**src/rtl/demux2_32_buf.sv**
```systemverilog
// 1-to-2 stream demux with a one-entry holding register per output (valid/ready on all sides).
// Optional per-side transfer counters when DEMUX2_32_COUNT_EN is defined.
module demux2_32_buf #(
    parameter int WIDTH = 32
) (
    input  logic             clk,
    input  logic             rst,
    input  logic [WIDTH-1:0] in_data,
    input  logic             in_sel,
    input  logic             in_valid,
    output logic             in_ready,
    output logic [WIDTH-1:0] a_data,
    output logic             a_valid,
    input  logic             a_ready,
    output logic [WIDTH-1:0] b_data,
    output logic             b_valid,
    input  logic             b_ready
`ifdef DEMUX2_32_COUNT_EN
    ,
    output logic [15:0]      a_count,
    output logic [15:0]      b_count
`endif
);

    logic a_room;
    logic b_room;
    logic a_load;
    logic b_load;
    logic a_drain;
    logic b_drain;

    // A side can take a word when empty or when its current word leaves this edge.
    always_comb begin
        a_room   = ~a_valid | a_ready;
        b_room   = ~b_valid | b_ready;
        in_ready = in_sel ? b_room : a_room;
        a_load   = in_valid & in_ready & ~in_sel;
        b_load   = in_valid & in_ready & in_sel;
        a_drain  = a_valid & a_ready;
        b_drain  = b_valid & b_ready;
    end

    always_ff @(posedge clk or posedge rst) begin
        if (rst) begin
            a_data  <= '0;
            a_valid <= 1'b0;
        end else if (a_load) begin
            a_data  <= in_data;
            a_valid <= 1'b1;
        end else if (a_drain) begin
            a_valid <= 1'b0;
        end
    end

    always_ff @(posedge clk or posedge rst) begin
        if (rst) begin
            b_data  <= '0;
            b_valid <= 1'b0;
        end else if (b_load) begin
            b_data  <= in_data;
            b_valid <= 1'b1;
        end else if (b_drain) begin
            b_valid <= 1'b0;
        end
    end

`ifdef DEMUX2_32_COUNT_EN
    // Completed output transfers; wrap naturally at 16 bits.
    always_ff @(posedge clk or posedge rst) begin
        if (rst) begin
            a_count <= '0;
            b_count <= '0;
        end else begin
            if (a_drain) a_count <= a_count + 16'd1;
            if (b_drain) b_count <= b_count + 16'd1;
        end
    end
`endif

endmodule

```
**config.mk**
```make
export PLATFORM = sky130hd
export DESIGN_NAME = demux2_32_buf
export DESIGN_NICKNAME = d
export VERILOG_FILES = /design/src/rtl/demux2_32_buf.sv
export SDC_FILE = /design/constraint.sdc
export NUM_CORES = 1
export LEC_CHECK = 0
export CORE_MARGIN = 5
export CORE_UTILIZATION = 38
export DETAILED_ROUTE_END_ITERATION = 7
export PLACE_DENSITY = 0.82
export SETUP_SLACK_MARGIN = 0.02
export SLEW_MARGIN = 20
export SYNTH_ARGS = -nofsm -noshare
export SYNTH_HDL_FRONTEND = slang
export SYNTH_SLANG_ARGS = --single-unit
```
**constraint.sdc**
```tcl
create_clock -name clk -period 1.84 [get_ports clk]
set_clock_uncertainty 0.2 [all_clocks]
set_input_delay 0.184 -clock clk [delete_from_list [all_inputs] [get_ports clk]]
set_output_delay 0.184 -clock clk [all_outputs]
set_load 0.1 [all_outputs]
```
==> results.py <==
metrics = {
    "placement": {
        "numPortBuffers": 104,
        "post_dp_cell_area_sq_mm": 0.00456,
        "routabilityCongestion": 0.698,
        "dp_cells": 330,
        "dp_hpwl_mm": 4.62,
    },
    "sta": {
        "finalSetupTns_ns": 0,
        "relSlewSlack_pct": 77.1,
        "finalHoldViolCount": 0,
        "fin_crit_sh_pct": 95.9,
        "max_freq_mhz": 567,
        "setup_viol": 0,
        "worst_pin_slew_ns": 0.343,
        "slew_violations": 0,
        "rsz0062_at_grt": "false",
        "fin_crit_ns": 1.76,
    },
    "layout": {
        "antenna_cells": 0,
        "final_cell_mix": "buf_12, dfrtp_1, mux2_4",
        "design_area_sq_mm": 0.00474,
        "final_core_util_pct": 73.9,
        "stdcell_count": 347,
        "nets": 303,
        "area_delta_synth_final_pct": 88.0,
        "drive_gt1_share_pct": 60.4,
        "final_common_cell": "buf_12",
    },
    "critical_path": {
        "cp_max_fo": 3,
        "cp-start-kind": "register",
        "crit_chain": "and2b_2 -> a21oi_4 -> buf_12",
        "slowest_delay_ns": 0.47,
        "arrival_ns": 1.38,
        "crit_required_ns": 1.46,
        "crit_path_end_kind": "primary output",
        "crit_type": "reg2out",
        "cp_slowest_cell": "dfrtp_4",
        "cp_num_buf_inv": 1,
        "crit_family": "flip-flops",
    },
    "clock_network": {
        "cts.sinks": 66,
        "cts_tree": "done",
        "clk_path_buf_depth": 2,
        "path_clk_slew_ns": 0.06,
        "clk_latency_ns": 0.32,
        "postCtsResizedCells": 0,
        "root_buffer": "clkbuf_8",
        "cts_hold_buf": 0,
        "h-tree-depth": 3,
        "numCtsBuffers": 9,
    },
    "drt": {
        "via_count": 1627,
        "first_pass_iters": 2,
        "drt-initial-drc-count": 18,
        "antenna_left": 0,
        "wl_per_cell_um": 17.6,
        "wl_mm": 6.12,
        "drc": 0,
        "viasPerCell": 4.69,
    },
    "pwr": {
        "irDropWorstVdd_v": 0.000961,
        "pwr_density_cell_mw_per_mm2": 1430,
        "power.leakage_nw": 2.13,
    },
    "grt": {
        "grt_pass1_wl_mm": 10.1,
        "grt_pass1_vias": 1898,
        "grt_usage_pct": 15.5,
        "antenna_found_initial": 0,
        "grt_max_degree": 67,
        "grt.overflow.total": 0,
    },
    "logic_synthesis": {
        "yosysTopAreaCell": "dfrtp_1",
        "ys_seq_area_share_pct": 65.4,
        "synth-seq-cells": 66,
        "yosysTopAreaCellShare_pct": 65.4,
        "synth_cells": 147,
        "ys_types": 15,
        "synth.avg_cell_area_sq_um": 17.2,
        "syn-cell-area_sq_mm": 0.00252,
        "ys_warn_count": 0,
        "synthTopCellsByArea": "dfrtp_1, mux2_2, buf_6, clkbuf_8, mux2_1",
        "syn_nets": 185,
    },
    "job": {
        "drv_cap": 0,
    },
    "status": {
        "outcome": "completed",
    },
    "die": {
        "core_area_sq_mm": 0.00642,
        "dieHeight_um": 91.5,
        "ios": 105,
        "placementRows": 29,
        "start_util_pct": 39.3,
        "die_x_um": 91.5,
        "fp.dieArea_sq_mm": 0.00837,
    },
    "min_path": {
        "min_path_type": "in2async",
    },
}
logic make-up (layout without fill, tap and decap cells):
logic type	count (synthesis)	after routing	share of synthesized area (%)
simple gates	7	7	2.43
mux	64	64	28.6
buf+inv	8	131	3.17
flops	66	66	65.4
compound gates	2	2	0.396
worst reg2reg max path: stages, from the launching register on:
cell	delay (ns)
dfrtp_4	0.49
nand2b_4	0.08
nor3b_4	0.21
buf_12	0.26
mux2_2	0.38
synthesized netlist by cell type:
cell,n
buf_6,4
mux2_1,2
nand2b_2,1
nor2_1,1
nor3b_4,1
mux2_2,62
nand2_1,1
or2b_1,1
and2b_1,1
inv_1,2
a21oi_1,1
dfrtp_1,66
clkbuf_8,2
o21ai_0,1
nor2_4,1
final cells by class:
class	count	area (sq um)
multi-input combinational	73	967
fill	386	1680
sequential	66	1660
clock inverter	4	26.3
timing repair buffer	113	1830
clock buffer	12	155
inverter	2	11.3
tap	77	96.3
stage by stage:
stage / setup slack (ns) / power (W) / hold WS, ns
after global routing: 0.0385 / 0.00699 / 0.122
after global placement: -0.0964 / 0.00570 / 0.357
after detailed placement: -0.132 / 0.00575 / 0.359
final: 0.0750 / 0.00678 / 0.0945
after CTS: 0.0421 / 0.00685 / 0.0950
after floorplan: -0.0316 / 0.00425 / 0.0894
worst paths after layout:
kind | slack (ns) | cells after the start | from | end
max | 0.08 | 3 | b_valid | in_ready
min | 0.09 | 3 | rst | a_data[21]
max reg2reg | 0.11 | 4 | a_valid | a_data[4]
min reg2reg | 0.37 | 1 | a_data[25] | a_data[25]
max in group asynchronous | 1.05 | 3 | rst | a_valid
min in group clk | 0.30 | 2 | in_data[19] | b_data[19]
flip-flops by register name, summed over array words and instances (netlist names):
register,flops
a_valid,1
b_valid,1
b_data,32
a_data,32
routing by layer:
layer  share of wire (%)  global-route usage [%]
met1                  39                    17.4
met2                  52                    26.3
met3                 7.8                    5.87
met4                 1.5                    6.78
met5                   0                       0
power by group:
part	total (W)	internal (W)	switching (W)
combinational	0.00368	0.00141	0.00227
sequential	0.00202	0.00172	0.000301
clock	0.00108	0.000561	0.000516
total	0.00678	0.00369	0.00309
repair_timing:
| item | in CTS | in global routing |
|---|---|---|
| buffers inserted | 1 | 1 |
| endpoints found under the setup margin | 1 | 1 |
| pin swaps | 1 | 0 |
Power figures use the tool's default switching activity.
